File: src/rtl/movavg.sv
// movavg -- 4-tap moving-sum pre-filter for a 64-bit unsigned sample stream.
//
// Each cycle dout is the sum of the current input sample and the NTAPS-1
// previous samples, truncated to WL bits. The output is combinational, so
// latency is zero. The block does not divide; a consumer that wants the
// mean shifts right by log2(NTAPS) downstream.
//
// Ports
//   clk    in   1    rising-edge clock
//   reset  in   1    synchronous, active-high; clears the delay line
//   din    in   WL   input sample, consumed on every clock edge
//   dout   out  WL   din + tap1 + ... + tap(NTAPS-1), modulo 2^WL
module movavg #(
    parameter int WL    = 64,
    parameter int NTAPS = 4
) (
    input  logic          clk,
    input  logic          reset,
    input  logic [WL-1:0] din,
    output logic [WL-1:0] dout
);

    generate
        if (NTAPS > 1) begin : g_taps
            // r_tap[0] is the most recent past sample (tap1).
            logic [WL-1:0] r_tap [NTAPS-1];
            logic [WL-1:0] w_sum;

            // din is deliberately not captured on a reset edge, so the
            // first post-reset cycle sees an empty window.
            always_ff @(posedge clk) begin
                if (reset) begin
                    for (int i = 0; i < NTAPS - 1; i++) begin
                        r_tap[i] <= '0;
                    end
                end else begin
                    r_tap[0] <= din;
                    for (int i = 1; i < NTAPS - 1; i++) begin
                        r_tap[i] <= r_tap[i-1];
                    end
                end
            end

            // Carries beyond bit WL-1 are dropped, giving modulo-2^WL wrap.
            always_comb begin
                w_sum = din;
                for (int i = 0; i < NTAPS - 1; i++) begin
                    w_sum = w_sum + r_tap[i];
                end
            end

            assign dout = w_sum;
        end else begin : g_passthru
            assign dout = din;
        end
    endgenerate

endmodule

File: config.mk
export PLATFORM = sky130hd
export DESIGN_NAME = movavg
export DESIGN_NICKNAME = d
export VERILOG_FILES = /design/src/rtl/movavg.sv
export SDC_FILE = /design/constraint.sdc
export NUM_CORES = 1
export LEC_CHECK = 0
export ABC_AREA = 1
export CORE_ASPECT_RATIO = 0.5
export CORE_UTILIZATION = 30
export CTS_CLUSTER_DIAMETER = 40
export DETAILED_ROUTE_END_ITERATION = 10
export SLEW_MARGIN = 20
export SYNTH_ARGS = -nofsm -noshare
export SYNTH_HDL_FRONTEND = slang
export SYNTH_SLANG_ARGS = --single-unit
File: constraint.sdc
create_clock -name clk -period 4.17 [get_ports clk]
set_clock_uncertainty 0.1 [all_clocks]
set_input_delay 0.6255 -clock clk [delete_from_list [all_inputs] [get_ports clk]]
set_output_delay 0.6255 -clock clk [all_outputs]
set_load 0.05 [all_outputs]
# After elaboration in Yosys (flattened, before gate mapping)
# Memory sizes are Yosys's and may differ from the RTL's.
# Index checks and enable logic that the tools add are counted.
[classes]
add_sub_neg = 3
n_mux = 6
n_bitwise = 3
[ops]
columns = ["op", "count"]
rows = [
  ["adder 64 bit", 3],
  ["2-to-1 mux 64 bit", 3],
  ["2-to-1 mux 1 bit", 3],
  ["bitwise OR 1 bit", 3],
]
[totals]
reg_bits = 0
mem_bits_rw = 192
elab_cells = 13
n_memories = 1
[memory_table]
columns = ["memory", "depth", "word_bits", "rd", "rd_clocked_by_memory_dff", "write_ports", "line_no", "text"]
rows = [
  ["g_taps.r_tap", 3, 64, 3, 0, 3, "26", "logic [WL-1:0] r_tap [NTAPS-1];"],
]

# Logic depth before layout (Yosys ltp)
[logic_depth]
depth_word = 3
mapped_depth = 17
mapped_depth_nobuf = 17

# Worst setup path after synthesis
# Ideal clock, no wire load.
[synth_timing]
path_type = "input -> output"
startpoint = "input port din[1]"
endpoint = "output port dout[33]"
setup_slack_ns = -0.119
required_time_ns = 3.444
t_arrival_ns = 3.564
stages = 13
path_cell_list = "fa_1 -> fa_1 -> ha_1 -> fa_1 -> nand3_1 -> nand3_2 -> nand2_1 -> nand2_2 -> nand3_1 -> nand2_1 -> nand2_1 -> nand2_1 -> xor2_1"
[synth_via]
elab_chain_len = 3
[synth_lines]
columns = ["element", "line_no", "text"]
rows = [
  ["from (decl)", "19", "input logic [WL-1:0] din,"],
  ["adder 64 bit (3 in a row)", "48", "w_sum = w_sum + r_tap[i];"],
  ["to (decl)", "20", "output logic [WL-1:0] dout"],
]
# Every way passes these cells.

# Worst setup path after layout
[layout_timing]
startpoint = "input port din[22]"
endpoint = "output port dout[26]"
# The elaborated chain is that of the path after synthesis.

==> metrics.cfg <==
[grt]
grt_usage_pct=16.2
top_usage_layer=met2
use_met3_pct=2.56
antenna_found_initial=5
grt_pass1_wl_mm=62.8
grt_overflow=0
grt_pass1_vias=12900
grt_max_degree=112
met1_usage_pct=19.4
grt_use_met2_pct=29.7

[clock_tree]
path_clk_slew_ns=0.07
root_buffer=clkbuf_16
cts.path.max_buffers=2
cts_tree=done
cts_buffers=17
holdBufCountCts=0
cts.htree.levels=4
numClockSinks=192
clk_latency_ns=0.45

[yosys]
postSynthAreaPerCell_um2=6.65
synthMuxAreaShare_pct=0
synth_adder_area_share_pct=23.2
synth-xor-area-share_pct=2.21
yosys_warnings=0
synth_top_family_by_area=simple AND/OR/NAND/NOR gates
synth_seq_area_share_pct=26.9
syn_inst=2147
synth_cell_types=21
synth_compound_area_share_pct=1.79
ys_seq_elements=192
syn_area_um2=14300
synth-simple-area-share_pct=27.9
synth.net_count=2402

[flow_run]
drv_cap=0

[route]
drtAntennaViolNets=0
drt_iter0_markers=656
drt_first_pass_iters=4
routed_via_density=4.17
wl_mm=40.0
drt-wirelength-per-cell_um=12.7
drc=0
num_vias=13200

[cells_and_area]
drive_gt1_share_pct=44.2
nets=2765
syn2layout_area_growth_pct=58.4
seq_area_um2=3870
layout_common_cells=inv_1, nand2_1, nor2_1
top_register=g_taps.r_tap
reg_top3=g_taps.r_tap x192
largest_reg_flops=192
fin_util_pct=48.2
final_common_cell=inv_1
multi_input_area_um2=11100
n_fill_cell=4459

[sta]
period_share_pct=101
max_freq_mhz=237
hold_viol=0
slew_violations=0
finalSetupViolCount=9
rsz0062_at_grt=yes
worstMarginPinSlew_ns=0.640
setup_ws_ns=-0.0478
period_needed_ns=4.22
slew_headroom_pct=57.4

[worst_setup_path]
worstSetupEndpointType=output pin
required_ns=3.44
critPathKind=in -> out
cp.arrival_ns=3.49
crit_fanout=4
worstSetupStartpointType=input pin
reg2reg_setup_slack_ns=3.44

[floorplanning]
dieArea_um2=48500
core_area_um2=46900
die_w_um=311
start_util_pct=30.4
pin_count=130
std_cell_rows=56
die_y_um=156

[outcome]
status=finished, violations left
violations=negative setup slack

[placed_design]
gp_congestion=0.952
hpwl_mm=30.6
io_buffers=129

[power_and_ir_drop]
leakagePower_nw=11.5
total_power_w=0.0102
peakVddDrop_mv=0.308
powerDensity_nw_per_um2=453

[worst_hold_path]
hold_class=in -> reg

-- power breakdown --
group	total, W	internal [W]	switching (W)	leakage [nW]
clock network	0.00161	0.000883	0.000727	0.254
logic	0.00670	0.00298	0.00372	9.64
registers	0.00193	0.00191	0.0000225	1.59
-- final timing paths --
check / depth (start not counted) / start / end
setup / recovery: 16 / din[22] / dout[26]
hold / removal: 3 / din[1] / g_taps.r_tap[0][1]$_SDFF_PP0_
setup reg to reg: 3 / g_taps.r_tap[0][7]$_SDFF_PP0_ / g_taps.r_tap[0][71]$_SDFF_PP0_
hold reg to reg: 2 / g_taps.r_tap[0][1]$_SDFF_PP0_ / g_taps.r_tap[0][65]$_SDFF_PP0_
-- synthesized netlist by cell type (all sizes together) --
cell    number  area, µm²
inv        666       2500
nand2      597       2260
nor2       308       1190
dfxtp      192       3840
fa         126       2520
ha          63        788
nand3       59        325
a21oi       40        200
xor2        32        280
clkbuf      21       78.8
nor3        15       90.1
nand4       14       87.6
o21bai       6       45.0
xnor2        4       35.0
nor4         2       25.0
o21ai        2       10.0
-- kinds of logic (layout without fill, tap and decap cells) --
kind of cell | count (synthesis) | after routing
buffers and inverters | 687 | 1058
AOI/OAI and AO/OA | 48 | 48
and+or+nand+nor | 995 | 995
xor gates and xnor gates | 36 | 36
DFF | 192 | 192
other | 0 | 4
adders and majority gates | 189 | 189
-- area by class of cell --
| type | count | area share (%) |
|---|---|---|
| diodes | 4 | 0.0442 |
| clock buffers | 18 | 1.94 |
| clock inverters | 9 | 0.509 |
| inverters | 666 | 11.2 |
| multi-input cells | 1268 | 49.2 |
| flip-flops and latches | 192 | 17.1 |
| well taps | 638 | 3.53 |
| repair buffers | 365 | 16.5 |
-- stage by stage --
stage	TNS (ns)	instance area, µm²	hold slack [ns]	instances	setup slack (ns)
after floorplan	-0.0964	14300	0.316	2147	-0.0362
after global placement	-27.68	18400	0.317	3076	-0.595
after detailed placement	-28.25	18400	0.330	3076	-0.635
after CTS	-1.40	21600	0.342	3140	-0.122
after global routing	-4.81	22600	0.294	3160	-0.185
final	-0.225	22600	0.285	3160	-0.0478
-- layer usage --
| layer | wire (µm) | part of all wire (%) |
|---|---|---|
| met5 | 17 | 0.043 |
| met4 | 1000 | 2.5 |
| met3 | 1350 | 3.4 |
| met2 | 20800 | 52 |
| met1 | 16800 | 42 |
-- worst max-delay path, stage by stage --
cell and delay [ns]:
clkdlybuf4s15_1 0.17, inv_2 0.05, fa_1 0.48, fa_1 0.57
inv_2 0.06, ha_4 0.31, nand2_4 0.08, nor2_4 0.12
inv_4 0.07, nor3_4 0.24, buf_6 0.15, a21oi_4 0.05
nand2_4 0.09, xor2_2 0.15, buf_4 0.14, buf_12 0.12
-- repair_timing --
| item | in CTS | in global routing |
|---|---|---|
| pin swaps | 366 | 254 |
| setup buffers | 41 | 23 |
| endpoints found under the setup margin | 60 | 56 |
| resized for setup | 759 | 320 |
Power figures use the tool's default switching activity.
==> RTL change 1 (config.mk and constraints unchanged) <==
Change the parameter `WL` from 64 to 32.
--- a/src/rtl/movavg.sv
+++ b/src/rtl/movavg.sv
@@ -11,7 +11,7 @@
 //   din    in   WL   input sample, consumed on every clock edge
 //   dout   out  WL   din + tap1 + ... + tap(NTAPS-1), modulo 2^WL
 module movavg #(
-    parameter int WL    = 64,
+    parameter int WL    = 32,
     parameter int NTAPS = 4
 ) (
     input  logic          clk,
Interface: changed (resized din and dout); port bits go from 130 to 66. No check against the original RTL was run, so the function may have changed too.
==> RTL change 1 against the original RTL <==
Non-clock buffer count is 228 lower; power down 55%; synthesized cell count decreased by 56%; sequential cell count down 96; final area down 57%; sequential power shrank 50%; worst setup slack improved by 0.10 ns; count of clock-buffer cells in the layout shrank 9; cell count fell by 57%; area after synthesis shrank 54%; wire length fell by 61%; largest power group unchanged.
==> RTL change 1: results (changes against the original RTL) <==
.. list-table::
   :header-rows: 1

   * - Metric
     - Value
   * - Area of all sequential standard cells
     - 1922 um^2 (-50%)
   * - # clock sinks
     - 96 (-50%)
   * - Diode insertion count for antenna repair
     - 0 (-4)
   * - Top area cells in the synthesized netlist
     - sky130_fd_sc_hd__dfxtp_1 (29%), sky130_fd_sc_hd__fa_1 (19%), sky130_fd_sc_hd__inv_1 (16%)
   * - Static leakage power
     - 0.005067 uW (-56%)
   * - Worst hold path type
     - flip-flop to flip-flop
   * - # H-tree levels
     - 3 (-1)
   * - Inverter count
     - 291 (-56%)
   * - Global placement routability congestion
     - 0.8917 (-6.3%)
   * - Initial antenna violation count
     - 0 (-5)
   * - Number of nets produced by synthesis
     - 1063 (-56%)
   * - Switching part of the total
     - 42.66% (-0.99 points)
   * - Number of design-rule violations left by the first detailed-router iteration
     - 184 (-72%)
   * - Tightest Pin Transition
     - 0.7119 ns (+0.07221 ns)
   * - Fraction of final layout cells with drive strength greater than 1
     - 33.86% (-10 points)
   * - Final routed wirelength across all metal layers
     - 15400 um (-61%)
   * - Met3 routed wirelength
     - 625 um (-54%)
   * - Combinational logic power
     - 2820 uW (-58%)
   * - Grt met2 use
     - 25.99% (-3.7 points)
   * - Vias per inst
     - 4.124 (-1.1%)
   * - Pin count of the biggest net entering global routing
     - 58 (-48%)
   * - Port-buffer cells
     - 65 (-50%)
   * - Total routing resource utilization after global routing
     - 14.45% (-1.8 points)
   * - Sequential-to-total area share from yosys stat
     - 29.19% (+2.3 points)
   * - Internal portion of total power
     - 2645 uW (-54%)
   * - Top layer in use
     - met4
   * - Registers with the highest flip-flop counts
     - g_taps.r_tap: 96 flops
   * - Detail Route met2 WL
     - 7706 um (-63%)
   * - Number of fill cells
     - 1987 (-55%)
   * - Clock insertion delay at the later pin of the skew report
     - 0.36 ns (-0.09 ns)
   * - Peak ir drop on the vdd network
     - 0.2703 mV (-12%)
   * - Number of different library cells in the post-synthesis netlist
     - 22 (+4.8%)
   * - Vias in the first global route
     - 5739 (-56%)
   * - Run status
     - finished, final reports clean
   * - Worst EP arrival
     - 3.39 ns (-0.10 ns)
   * - Area of the multi-input gates
     - 4592 um^2 (-59%)
   * - Adder-cell area share of the yosys netlist
     - 24.74% (+1.6 points)
   * - #MultiIn Comb
     - 538 (-58%)
   * - Layout clock buffers
     - 9 (-9)
   * - Aggregate negative setup slack
     - 0 ns (+0.2253 ns)
   * - Relative contribution of sequential cells to total power
     - 20.9% (+2.0 points)
   * - Global Route met1 Usage
     - 17.17% (-2.2 points)
   * - Critical Path Max Stage Delay
     - 0.51 ns (-0.06 ns)
   * - Global-route wire length before repair
     - 25870 um (-59%)
   * - Post-DP HPWL
     - 11590 um (-62%)
   * - Most common library cells after synthesis
     - sky130_fd_sc_hd__inv_1 (289), sky130_fd_sc_hd__nand2_1 (223), sky130_fd_sc_hd__nor2_1 (137)
   * - Compound-cell area share of the yosys netlist
     - 1.900% (+0.11 points)
[RTL change 1: cell count changes in the layout (fill, tap and decap cells not counted), moves of 72 or more]
cell	delta
sky130_fd_sc_hd__nor2_1	-114
sky130_fd_sc_hd__nand2_2	-123
sky130_fd_sc_hd__inv_1	-232
sky130_fd_sc_hd__inv_2	-136
sky130_fd_sc_hd__nand2_1	-170
sky130_fd_sc_hd__dfxtp_1	-72
sky130_fd_sc_hd__buf_4	-130
[RTL change 1: worst paths after layout]
| kind | start | to | slack (ns) | depth (start not counted) |
|---|---|---|---|---|
| setup / recovery | din[23] | dout[29] | 0.06 | 17 |
| hold / removal | g_taps.r_tap[0][62]$_SDFF_PP0_ | g_taps.r_tap[0][94]$_SDFF_PP0_ | 0.34 | 2 |
| setup reg to reg | g_taps.r_tap[0][44]$_SDFF_PP0_ | g_taps.r_tap[0][76]$_SDFF_PP0_ | 3.48 | 2 |
| hold reg to reg | g_taps.r_tap[0][62]$_SDFF_PP0_ | g_taps.r_tap[0][94]$_SDFF_PP0_ | 0.34 | 2 |
[RTL change 1: what timing repair did]
action                                  in CTS  in global routing
pin swaps                                   88                112
hold endpoints to repair                     0                  0
gates resized for setup                    176                141
endpoints found under the setup margin      28                 24
buffers inserted                             6                  6
[RTL change 1: through the flow]
stage / cells / area [um^2] / hold WS, ns / setup slack, ns / util (%)
finish: 1370 / 9774 / 0.3389 / 0.05564 / 46.51
global route: 1370 / 9774 / 0.3562 / -0.05597 / 46.51
CTS: 1364 / 9319 / 0.3473 / -0.0008580 / 44.34
detailed placement: 1342 / 8295 / 0.3336 / -0.3149 / 39.47
global placement: 1342 / 8295 / 0.3219 / -0.3354 / 39.47
floorplan: 936 / 6584 / 0.3164 / 0.01834 / -
==> RTL change 2 (config.mk and constraints unchanged) <==
Made on the original files. Put a register stage on the output `dout`. The value now appears one clock later. Comments in the files are not updated.
--- a/src/rtl/movavg.sv
+++ b/src/rtl/movavg.sv
@@ -19,6 +19,8 @@
     input  logic [WL-1:0] din,
     output logic [WL-1:0] dout
 );
+
+    logic [WL-1:0] dout_d;
 
     generate
         if (NTAPS > 1) begin : g_taps
@@ -49,11 +51,15 @@
                 end
             end
 
-            assign dout = w_sum;
+            assign dout_d = w_sum;
         end else begin : g_passthru
-            assign dout = din;
+            assign dout_d = din;
         end
     endgenerate
 
+    always_ff @(posedge clk) begin
+        dout <= dout_d;
+    end
+
 endmodule
 
Check against the original RTL: not equivalent (a bounded check fails within 4 cycles, from zero or initial values).
==> RTL change 2 against the original RTL <==
Global-route usage decreased by 1.5 points; utilization fell by 11 points; critical path depth shrank 1; power is 2.7% lower; area after synthesis rose by 9.0%; final area down 16%; combinational power shrank 43%; wire length decreased by 5.4%; sequential cell count rose by 64; cell count decreased by 2.2%; worst setup slack gained 0.63 ns; sequential power rose by 53%; critical path type is now input pin to flip-flop; highest routed layer is now met4.
==> RTL change 2: results (changes against the original RTL) <==
.. list-table::
   :header-rows: 1

   * - Metric
     - Value
   * - Static leakage power
     - 0.01016 uW (-12%)
   * - Number of nets produced by synthesis
     - 2466 (+2.7%)
   * - Peak ir drop on the vdd network
     - 0.2884 mV (-6.2%)
   * - Number of buffers on the longest clock path
     - 3 (+1)
   * - Most common library cells after synthesis
     - sky130_fd_sc_hd__inv_1 (666), sky130_fd_sc_hd__nand2_1 (588), sky130_fd_sc_hd__nor2_1 (297)
   * - Endpoint of the worst hold path
     - g_taps.r_tap[0][190]$_SDFF_PP0_
   * - R2R depth
     - 14 (+11)
   * - Run status
     - finished, final reports clean
   * - Clock Pin Slew Worst Setup and Hold Paths
     - 0.05 ns (-0.02 ns)
   * - Routed len/inst
     - 12.24 um (-3.3%)
   * - Setup violations, final
     - 0 (-9)
   * - Clock insertion delay at the later pin of the skew report
     - 0.53 ns (+0.08 ns)
   * - Fraction of final layout cells with drive strength greater than 1
     - 4.583% (-40 points)
   * - Total routing resource utilization after global routing
     - 14.76% (-1.5 points)
   * - CP Launch Point
     - din[53]
   * - Number of CTS-inserted buffers
     - 37 (+20)
   * - Diode insertion count for antenna repair
     - 0 (-4)
   * - Initial DRT Pass Iterations
     - 5 (+1)
   * - Registers with the highest flip-flop counts
     - g_taps.r_tap: 192 flops, dout: 64 flops
   * - Via count of the routed design
     - 12480 (-5.3%)
   * - Worst-case headroom to the max-slew limit
     - 56.29% (-1.1 points)
   * - Worst EP arrival
     - 3.88 ns (+0.39 ns)
   * - Global placement routability congestion
     - 0.9695 (+1.8%)
   * - Worst flop-to-flop path startpoint
     - g_taps.r_tap[0][53]$_SDFF_PP0_
   * - Sequential-to-total area share from yosys stat
     - 32.93% (+6.0 points)
   * - Capture instance of the worst register-to-register path
     - dout[57]$_DFF_P_
   * - Setup fix buffers added after clock tree synthesis
     - 0 (-100%)
   * - Total of cells resized after clock tree synthesis
     - 0 (-100%)
   * - Max Fanout on Critical Path
     - 5 (+1)
   * - Count of cells along the worst hold path
     - 2 (-1)
   * - Top area cells in the synthesized netlist
     - sky130_fd_sc_hd__dfxtp_1 (33%), sky130_fd_sc_hd__fa_1 (16%), sky130_fd_sc_hd__inv_1 (16%)
   * - Net count of the finished layout
     - 2627 (-5.0%)
   * - Worst setup slack for register-to-register paths
     - 0.86 ns (-2.58 ns)
   * - Post-DP HPWL
     - 31490 um (+2.9%)
   * - Number of fill cells
     - 5370 (+20%)
   * - Source of the worst hold timing path
     - g_taps.r_tap[0][126]$_SDFF_PP0_
   * - Initial antenna violation count
     - 0 (-5)
   * - Pin count of the biggest net entering global routing
     - 109 (-2.7%)
   * - Number of design-rule violations left by the first detailed-router iteration
     - 649 (-1.1%)
   * - # H-tree levels
     - 2 (-2)
## RTL change 2: changes by cell type in the layout (fill, tap and decap cells not counted), moves of 67 or more
cell                              before  now
sky130_fd_sc_hd__nand2_1             303  588
sky130_fd_sc_hd__nor2_1              230  297
sky130_fd_sc_hd__clkdlybuf4s50_1       4  128
sky130_fd_sc_hd__inv_1               464  666
sky130_fd_sc_hd__inv_2               190    0
sky130_fd_sc_hd__nand2_2             192    9
sky130_fd_sc_hd__dfxtp_1             168  256
sky130_fd_sc_hd__nand2_4              99    0
sky130_fd_sc_hd__buf_4               203   13
## RTL change 2: logic make-up after synthesis
group	synth area share, %
AOI/OAI and AO/OA	1.640
buffers and inverters	16.57
xor gates and xnor gates	2.026
DFF	32.93
adders and majority gates	21.27
and+or+nand+nor	25.57
## RTL change 2: report_power, final
group / internal, uW / total [uW] / switching [uW] / leakage (uW)
registers: 2810 / 2950 / 144 / 0.00212
logic: 1220 / 3800 / 2580 / 0.00742
clock network: 1920 / 3220 / 1300 / 0.000618
total: 5940 / 9970 / 4030 / 0.0102
## RTL change 2: per-layer routing
layer / track usage (%) / wire (um)
met3: 2.815 / 1817
met1: 18.58 / 17080
met5: 0 / 0
met2: 25.66 / 18020
met4: 4.224 / 898
## RTL change 2: final cells by class
| class | count | area share (%) |
|---|---|---|
| Clock buffer | 42 | 5.069 |
| Clock inverter | 25 | 1.604 |
| Inverter | 666 | 13.14 |
| Multi-Input combinational cell | 1268 | 41.31 |
| Sequential cell | 256 | 26.93 |
| Tap cell | 690 | 4.537 |
| Timing Repair Buffer | 143 | 7.410 |
## RTL change 2: critical path, cell delays in order
cell and delay [ns]:
sky130_fd_sc_hd__clkdlybuf4s50_1 0.45, sky130_fd_sc_hd__inv_1 0.06, sky130_fd_sc_hd__fa_1 0.50, sky130_fd_sc_hd__fa_1 0.50
sky130_fd_sc_hd__inv_1 0.04, sky130_fd_sc_hd__ha_1 0.43, sky130_fd_sc_hd__nand2_1 0.16, sky130_fd_sc_hd__inv_1 0.10
sky130_fd_sc_hd__nand2_1 0.09, sky130_fd_sc_hd__nor3_1 0.32, sky130_fd_sc_hd__nand2_1 0.13, sky130_fd_sc_hd__nor2_1 0.12
sky130_fd_sc_hd__nand2_1 0.13, sky130_fd_sc_hd__nand4_1 0.11, sky130_fd_sc_hd__nand2_1 0.11
## RTL change 2: through the flow
step	cell area, um^2	power [uW]	hold slack (ns)	setup WS (ns)	instances
2_1_floorplan	15560	5513	0.3157	0.9608	2211
4_1_cts	19030	10120	0.3282	0.5668	3090
5_1_grt	19030	10550	0.3518	0.3559	3090
3_3_place_gp	17760	6838	0.3220	0.02123	3023
6_report	19030	9966	0.3327	0.5814	3090
3_5_place_dp	17760	6850	0.3250	0.02942	3023
